<file path="src/rtl/learn_note_feeder.sv">
// Learn-mode song feeder: turns song ROM entries into falling-block display rows.
// Define FEEDER_LOOP_EN to restart the song at its end instead of stopping in DONE.
module learn_note_feeder #(
  parameter int ADDR_W    = 8,
  parameter int LEAD_ROWS = 13,
  parameter int GAP_ROWS  = 1
) (
  input  logic              vga_clk,
  input  logic              rst_n,
  input  logic              start,
  input  logic              pause,
  input  logic              advance,
  output logic [ADDR_W-1:0] rom_addr,
  input  logic [13:0]       rom_data,
  output logic [7:0]        note,
  output logic [1:0]        shift,
  output logic              output_ready,
  output logic              busy,
  output logic              done
);

  typedef enum logic [2:0] {
    S_IDLE, S_LEAD, S_FETCH, S_WAIT,
    S_PLAY, S_GAP, S_DONE
  } state_e;

  localparam logic [3:0] LEAD_C = 4'(LEAD_ROWS);
  localparam logic [3:0] GAP_C  = 4'(GAP_ROWS);
  localparam logic [ADDR_W-1:0] ADDR_MAX = '1;

  state_e            state_q;
  logic [3:0]        cnt_q;
  logic              pend_q;
  logic [ADDR_W-1:0] addr_q;
  logic [7:0]        note_q;
  logic [1:0]        shift_q;
  logic              rdy_q;
  logic              busy_q;
  logic              done_q;

  logic acc;
  logic step;
  logic fin;

  assign acc  = advance & ~pause;
  assign step = acc | pend_q;

  // End marker, or the last row of the last addressable entry
  assign fin =
    (state_q == S_WAIT && rom_data[11:8] == 4'd0) ||
    (state_q == S_PLAY && step && cnt_q == 4'd1 &&
     addr_q == ADDR_MAX);

  always_ff @(posedge vga_clk or negedge rst_n) begin
    if (!rst_n) begin
      state_q <= S_IDLE;
      cnt_q   <= 4'd0;
      pend_q  <= 1'b0;
      addr_q  <= '0;
      note_q  <= 8'd0;
      shift_q <= 2'd0;
      rdy_q   <= 1'b0;
      busy_q  <= 1'b0;
      done_q  <= 1'b0;
    end else begin
      done_q <= 1'b0;
      if (fin) begin
        pend_q <= 1'b0;
        note_q <= 8'd0;
        rdy_q  <= 1'b0;
        done_q <= 1'b1;
`ifdef FEEDER_LOOP_EN
        state_q <= S_LEAD;
        addr_q  <= '0;
        cnt_q   <= LEAD_C;
        busy_q  <= 1'b1;
`else
        state_q <= S_DONE;
        busy_q  <= 1'b0;
`endif
      end else begin
        unique case (state_q)
          S_IDLE, S_DONE: begin
            done_q <= (state_q == S_DONE);
            if (start) begin
              state_q <= S_LEAD;
              addr_q  <= '0;
              cnt_q   <= LEAD_C;
              pend_q  <= 1'b0;
              busy_q  <= 1'b1;
              done_q  <= 1'b0;
            end
          end
          S_LEAD, S_GAP: begin
            if (cnt_q == 4'd0) begin
              state_q <= S_FETCH;
            end else if (acc) begin
              cnt_q <= cnt_q - 4'd1;
              if (cnt_q == 4'd1) state_q <= S_FETCH;
            end
          end
          S_FETCH: begin
            if (acc) pend_q <= 1'b1;
            state_q <= S_WAIT;
          end
          S_WAIT: begin
            if (acc) pend_q <= 1'b1;
            note_q  <= rom_data[7:0];
            shift_q <= rom_data[13:12];
            rdy_q   <= 1'b1;
            cnt_q   <= rom_data[11:8];
            state_q <= S_PLAY;
          end
          S_PLAY: begin
            pend_q <= 1'b0;
            if (step) begin
              if (cnt_q <= 4'd1) begin
                addr_q <= addr_q + ADDR_W'(1);
                note_q <= 8'd0;
                rdy_q  <= 1'b0;
                cnt_q  <= GAP_C;
                state_q <= (GAP_C == 4'd0) ? S_FETCH : S_GAP;
              end else begin
                cnt_q <= cnt_q - 4'd1;
              end
            end
          end
          default: state_q <= S_IDLE;
        endcase
      end
    end
  end

  assign rom_addr     = addr_q;
  assign note         = note_q;
  assign shift        = shift_q;
  assign output_ready = rdy_q;
  assign busy         = busy_q;
  assign done         = done_q;

endmodule

</file>
<file path="config.mk">
export PLATFORM = sky130hd
export DESIGN_NAME = learn_note_feeder
export DESIGN_NICKNAME = d
export VERILOG_FILES = /design/src/rtl/learn_note_feeder.sv
export SDC_FILE = /design/constraint.sdc
export NUM_CORES = 1
export LEC_CHECK = 0
export BUFFER_PORTS_ARGS = -buffer_cell sky130_fd_sc_hd__buf_4
export CAP_MARGIN = 10
export CORE_MARGIN = 2
export CORE_UTILIZATION = 40
export DETAILED_ROUTE_END_ITERATION = 10
export GPL_ROUTABILITY_DRIVEN = 0
export MAX_ROUTING_LAYER = met4
export PLACE_DENSITY = 0.68
export SYNTH_ARGS = -nofsm -noshare
export SYNTH_HDL_FRONTEND = slang
export SYNTH_SLANG_ARGS = --single-unit
</file>
<file path="constraint.sdc">
create_clock -name vga_clk -period 2.6 [get_ports vga_clk]
set_input_delay 0.78 -clock vga_clk [delete_from_list [all_inputs] [get_ports vga_clk]]
set_output_delay 0.78 -clock vga_clk [all_outputs]
set_load 0.1 [all_outputs]
</file>
* After elaboration in Yosys (flattened, before gate mapping)
Cells that the tools add are included.
** Word-level totals
- Register bits after elaboration :: 29
- Bits of input ports :: 19
- Output and inout bits :: 21
- Word-level logic and storage cells :: 95
** Operators by class
- $add $sub $neg :: 2
- Order comparisons :: 1
- Eq/ne operators :: 19
- Muxes and demuxes :: 36
- Bitwise logic cells :: 4
- Reduce and logical (&&, ||, !) cells :: 24
** Operator list (number)
- $mux W8 :: 6
- $pmux W8 S2 :: 2
- $mux W3 :: 7
- $mux W4 :: 5
- $pmux W4 S4 :: 1
- $pmux W3 S5 :: 1
- $mux W1 :: 12
- $reduce_and A5 Y1 :: 2
- $eq A3 B3 Y1 const B :: 3
- $add A8 B1 Y8 const B :: 1
- $eq A8 B8 Y1 const B :: 1
- $logic_not A4 Y1 :: 2
- $ne A2 B2 Y1 const B :: 4
- $ne A4 B4 Y1 const B :: 2
- $reduce_bool A4 Y1 :: 2
- $eq A3 B2 Y1 const B :: 2
- $ne A3 B3 Y1 const B :: 2
- $reduce_and A3 Y1 :: 2
- $reduce_and A6 Y1 :: 1
- $reduce_bool A2 Y1 :: 3
- $reduce_or A2 Y1 :: 3
- $eq A4 B1 Y1 const B :: 1
- $le A4 B1 Y1 const B :: 1
- $logic_and A1 B1 Y1 :: 4
- other kinds (14) :: 16

* Logic depth before layout (Yosys ltp)
Gate-level depths: netlist of the first run.
- Depth in word-level cells :: 9
- Gate-level depth with buffers :: 8
- Mapped depth without buffers :: 7

* Worst setup path before layout of the first run
No wires, ideal clock.
- Kind :: register to register
- Start :: register addr_q[0] (netlist: rom_addr[0])
- End :: register cnt_q[1]
- Library setup time :: 128 ps
- Data arrival time :: 2274 ps
- Required time :: 2472 ps
- Slack :: 198 ps
- Stages on the path, launching flop included :: 7
- Path buffers :: 0
- Clock period less this slack :: 2402 ps
- Cells stage by stage :: dfrtp_1 > ha_1 > nand4_1 > nor4_2 > a32o_1 > nor2_2 > mux2_1
** Between the ends
- Longest elaborated chain between the ends :: 5
** RTL lines
- from (decl) :: RTL line 34 : logic [ADDR_W-1:0] addr_q;
- from (signal assigned) :: RTL line 118 : addr_q <= addr_q + ADDR_W'(1);
- $eq A8 B8 Y1 :: RTL line 52 : addr_q == ADDR_MAX);
- $logic_and A1 B1 Y1 :: RTL line 51 : (state_q == S_PLAY && step && cnt_q == 4'd1 &&
- $logic_or A1 B1 Y1 :: RTL line 50 : (state_q == S_WAIT && rom_data[11:8] == 4'd0) ||
- $not A1 Y1 (no source line)
- $reduce_and A6 Y1 (no source line)
- to (signal assigned) :: RTL line 98 : cnt_q <= cnt_q - 4'd1;
- to (signal assigned) :: RTL line 111 : cnt_q <= rom_data[11:8];
- to (signal assigned) :: RTL line 124 : cnt_q <= cnt_q - 4'd1;
- to (decl) :: RTL line 32 : logic [3:0] cnt_q;
Every way passes these cells.
A chain may end at the register's enable or synchronous reset.

* Worst setup path after layout of the first run
- Start :: register cnt_q[0]
- End :: register cnt_q[3]
** Between the ends
- Longest elaborated chain between the ends :: 6
- Elaborated cells between the ends (all ways) :: 15
- Those cells by class :: 1 x add/sub; 1 x order compare; 2 x eq/ne; 5 x mux; 1 x bitwise; 5 x reduce/logical
** RTL lines
- parallel branches: the longest is 6 deep, another holds $sub A4 B1 Y4
Parallel ways; which one is timed is not known. The select of a mux whose other input is x is not followed.

==> results of run 1 <==
-- worst max-delay path: stages (launching register included) --
cell and delay [ns]:
dfrtp_1 0.37, inv_1 0.09, ha_1 0.28, a2111oi_0 0.48
o32ai_1 0.22, nor2_2 0.23, mux2_2 0.36
-- final cells by class --
class	count	area (um2)
clock buffer	7	86.3
clock inverter	1	30.0
fill	361	1730
inverter	7	26.3
multi-input combinational	113	788
sequential	29	726
tap	48	60.1
timing repair buffer	39	293
-- kinds of logic after synthesis --
kind of cell	share of synthesized area, %
fa+ha+maj	2.37
simple gates	18.9
buf+inv	4.50
flops	45.8
compound gates	23.8
xor+xnor	0.553
mux	4.18
-- per-layer routing --
metal  GRT usage, %  share of wire (%)  vias up
met1           24.0                 43      677
met2           30.6                 48       64
met3           5.74                7.4        6
met5              -                  0        -
li1               -                  -      669
met4           6.38                1.4        0
-- metrics by stage --
stage	cell area (um2)	utilization (%)	instances	hold slack [ns]	setup slack, ns
floorplan	1590	-	156	0.482	0.198
global placement	1890	50.6	236	0.464	0.249
finish	2010	53.7	244	0.410	0.452
global route	2010	53.7	244	0.429	0.270
CTS	2010	53.7	244	0.420	0.449
detailed placement	1890	50.6	236	0.476	0.197
-- registers in the layout, indices dropped and copies added (netlist names) --
name,flops
busy,1
cnt_q,4
done,1
output_ready,1
note,8
pend_q,1
state_q,3
shift,2
rom_addr,8
-- cell usage in the layout, fill, tap and decap left out, types with 2 or more instances in the layout --
| cell | Yosys | routed |
|---|---|---|
| nand2_1 | 9 | 9 |
| o32ai_1 | 3 | 3 |
| a21oi_1 | 10 | 10 |
| o21ai_0 | 8 | 8 |
| dfrtp_1 | 29 | 29 |
| buf_4 | 1 | 39 |
| o22ai_1 | 2 | 2 |
| clkbuf_8 | 0 | 6 |
| inv_1 | 7 | 7 |
| and2b_1 | 2 | 2 |
| nor2_1 | 11 | 11 |
| or3_1 | 3 | 3 |
| ha_1 | 3 | 3 |
| nand4_1 | 4 | 4 |
| nand2b_1 | 3 | 3 |
| or4_1 | 4 | 4 |
| o31ai_1 | 4 | 4 |
| mux2_2 | 4 | 4 |
| nor3_1 | 2 | 2 |
| nor2b_1 | 2 | 2 |
| a21o_1 | 2 | 2 |
| nor2_2 | 2 | 2 |
| a22o_1 | 8 | 8 |
-- final timing paths --
check	depth (start not counted)	slack [ns]	to	start
max	6	0.45	cnt_q[3]	cnt_q[0]
min	1	0.41	rom_addr[4]	rst_n
max reg2reg	6	0.45	cnt_q[3]	cnt_q[0]
min reg2reg	1	0.50	output_ready	output_ready
max in group asynchronous	1	1.91	state_q[1]	rst_n
min in group vga_clk	1	0.50	output_ready	output_ready
==> metrics.cfg, run 1 <==
[final_layout]
drive_above_1_share_pct=30.1
fin_nets=217
area_growth_pct=26.8
diodes=0

[yosys]
synthFlopType=dfrtp_1
async_flop_share_pct=100
synth_fp_nets=178
synth.cell_area_mm2=0.00159
synth_common_cells=dfrtp_1 (29), nor2_1 (11), a21oi_1 (10)
synth_top_area_share_pct=45.8
synth_cells=156
synth.area.top_cells=dfrtp_1 (46%), a22o_1 (4.4%), a21oi_1 (3.2%), mux2_2 (2.8%), nor2_1 (2.6%)
synth.most_common_cell=dfrtp_1
ys_seq_area_share_pct=45.8
synth_cell_types=51
yosysWarnings=0
ys_ff_latch=29
synth_area_per_cell_um2=10.2
synth_edf_count=0
synth_top_cell_by_area=dfrtp_1

[global_routing]
grt_pass1_vias=1380
antenna_found_initial=0
track_usage_pct=19.4
grt_max_degree=30
grt.overflow.total=0
grt_pass1_wl_um=6380

[floorplanning]
io_pins=40
die_y_um=67.0
die_w_um=67.0
dieArea_mm2=0.00448
rows=22
core_mm2=0.00374
start_util_pct=42.3

[worst_setup_path]
critPathKind=reg -> reg
arrival_ns=2.31
crit_fanout=6
end_kind=flip-flop
critPathRequiredTime_ns=2.76
start_kind=flip-flop

[routing]
drt_iter0_markers=79
wl_per_cell_um=15.2
drc=0
final_antenna_net_count=0
num_vias=1416
routed_wirelength_um=3700
dr.pass1.iters=4
viasPerCell=5.80

[timing]
period_share_pct=82.6
rsz0062_at_grt=false
finalCriticalPeriod_ns=2.15
slew_headroom_pct=49.8
tightest_slew_ns=0.750
clock.fmax_mhz=466
hold_viol=0
finClkSkew_ns=0.00525
tns_ns=0
setup_violations=0
drv_slew=0

[place]
hpwlAfterDp_um=2660
port_buffers=39

[worst_hold_path]
worstHoldPathType=in -> async

[clocking]
cts.sinks=29
cts.path.max_buffers=2
numCtsBuffers=5
htreeDepth=2
post_cts_resized=0
cts_hold_buf=0
clkLatencyLatePin_ns=0.28
clk_root_buffer_cell=clkbuf_8
cts_tree=built
clk_pin_slew_ns=0.06
postCtsSetupBuffers=0

[status]
outcome=finished clean

[flow_run]
max-cap-violations=0

Power of run 1 is not shown: default switching activity piles up to over one toggle a cycle in this logic, so the estimate is an artifact.
==> run 2: changes to the inputs <==
- clock period: 2.6 -> 2.06 ns (I/O delays scaled with it)
==> metrics.cfg, run 2 (synthesis results as in run 1) <==
[status]
outcome=finished clean

[final_layout]
final_cell_mix=buf_4 (51), dfrtp_1 (20), nor2_1 (11), a21oi_1 (10), nand2_1 (9)
fin_nets=229  ; +5.5%
area_growth_pct=33.9
drive_above_1_share_pct=40.4  ; +10 points
diodes=0  ; unchanged
layout_commonest_cell=buf_4

[worst_setup_path]
critPathRequiredTime_ns=2.22  ; -0.54 ns
crit_family=compound AO/OA/AOI/OAI gates
arrival_ns=2.13  ; -0.18 ns
critPathKind=reg -> reg
cp_cell_sequence=inv_1, ha_4, and3b_1, o21ai_0, a221o_1, a21o_4, a22o_1
crit_fanout=10  ; +4
critPathMaxStageDelay_ns=0.40  ; -0.08 ns
crit_buf_inv=1  ; unchanged
start_kind=flip-flop
cp_slowest_cell=dfrtp_1
end_kind=flip-flop

[clocking]
postCtsSetupBuffers=0  ; unchanged
clk_root_buffer_cell=clkbuf_8
cts.path.max_buffers=2  ; unchanged
clkLatencyLatePin_ns=0.28  ; about the same
cts.sinks=29  ; unchanged
cts_tree=built
htreeDepth=2  ; unchanged
numCtsBuffers=5  ; unchanged
clk_pin_slew_ns=0.06  ; about the same

[floorplanning]
io_pins=40  ; unchanged
rows=22  ; unchanged
die_y_um=67.0  ; unchanged
dieArea_mm2=0.00448  ; unchanged
start_util_pct=42.3  ; unchanged
core_mm2=0.00374  ; unchanged
die_w_um=67.0  ; unchanged

[global_routing]
grt.overflow.total=0  ; unchanged
track_usage_pct=20.5  ; +1.1 points
grt_pass1_wl_um=6660  ; +4.4%
antenna_found_initial=0  ; unchanged
grt_max_degree=30  ; unchanged
grt_pass1_vias=1424  ; +3.2%

[timing]
tightest_slew_ns=0.737  ; -0.0139 ns
finalWorstSetupSlack_ns=0.0884  ; -0.364 ns
slew_headroom_pct=50.7  ; +0.93 points
whs_ns=0.248  ; -0.162 ns
period_share_pct=95.7  ; +13 points
finalCriticalPeriod_ns=1.97  ; -0.176 ns
setup_violations=0  ; unchanged
drv_slew=0  ; unchanged
clock.fmax_mhz=507  ; +8.9%
hold_viol=0  ; unchanged
finClkSkew_ns=0.00617  ; +0.000925 ns

[place]
hpwlAfterDp_um=2840  ; +6.8%
port_buffers=39  ; unchanged
dpl_worst_slack_ns=-0.118  ; -0.315 ns

[routing]
routed_wirelength_um=3990  ; +7.8%
wl_per_cell_um=15.6  ; +2.8%
drt_iter0_markers=117  ; +48%
final_antenna_net_count=0  ; unchanged
dr.pass1.iters=4  ; unchanged
drc=0  ; unchanged
viasPerCell=5.70  ; -1.8%
num_vias=1459  ; +3.0%

[worst_hold_path]
worstHoldPathType=in -> async

[flow_run]
max-cap-violations=0  ; unchanged

## run 2: worst reg2reg max path, stage by stage (launching register included)
cell and delay (ns):
dfrtp_1 0.40, inv_1 0.12, ha_4 0.17, and3b_1 0.15
o21ai_0 0.14, a221o_1 0.39, a21o_4 0.24, a22o_1 0.24
## run 2: per-stage QoR
stage / area, um2 / utilization, % / TNS (ns) / cells
after floorplan: 1600 / - / 0 / 156
after global placement: 2000 / 53.4 / -0.415 / 248
after detailed placement: 2000 / 53.4 / -1.14 / 248
after CTS: 2090 / 55.9 / 0 / 256
after global routing: 2120 / 56.7 / -0.00421 / 256
final: 2120 / 56.7 / 0 / 256
## run 2: layout make-up
cell class / instances / area [um2]
flip-flops and latches: 29 / 744
inverters: 7 / 26.3
clock buffers: 8 / 90.1
fillers: 369 / 1620
repair buffers: 51 / 383
multi-input cells: 113 / 818
well taps: 48 / 60.1
## run 2: final timing paths
| path | start | end | slack, ns | cells past startpoint |
|---|---|---|---|---|
| worst max-delay path | cnt_q[1] | note[5] | 0.09 | 7 |
| worst min-delay path | rst_n | rom_addr[3] | 0.25 | 1 |
| worst max register to register | cnt_q[1] | note[5] | 0.09 | 7 |
| worst min register to register | output_ready | output_ready | 0.48 | 1 |
| max in group asynchronous | rst_n | rom_addr[1] | 1.51 | 1 |
| min in group vga_clk | output_ready | output_ready | 0.48 | 1 |
## run 2: metal layers
layer	share of wire, %	up-vias	GRT usage [%]
li1	-	689	-
met5	0	-	-
met3	4.3	7	5.57
met4	1.3	0	8.42
met1	44	719	25.2
met2	51	44	32.1
## run 2: timing repair
item | in CTS | in global routing
resized for setup | 2 | 9
pin swaps | 0 | 1
endpoints found under the setup margin | 9 | 19
hold buffers | 0 | 0
Power of run 2 is left out for the same reason.
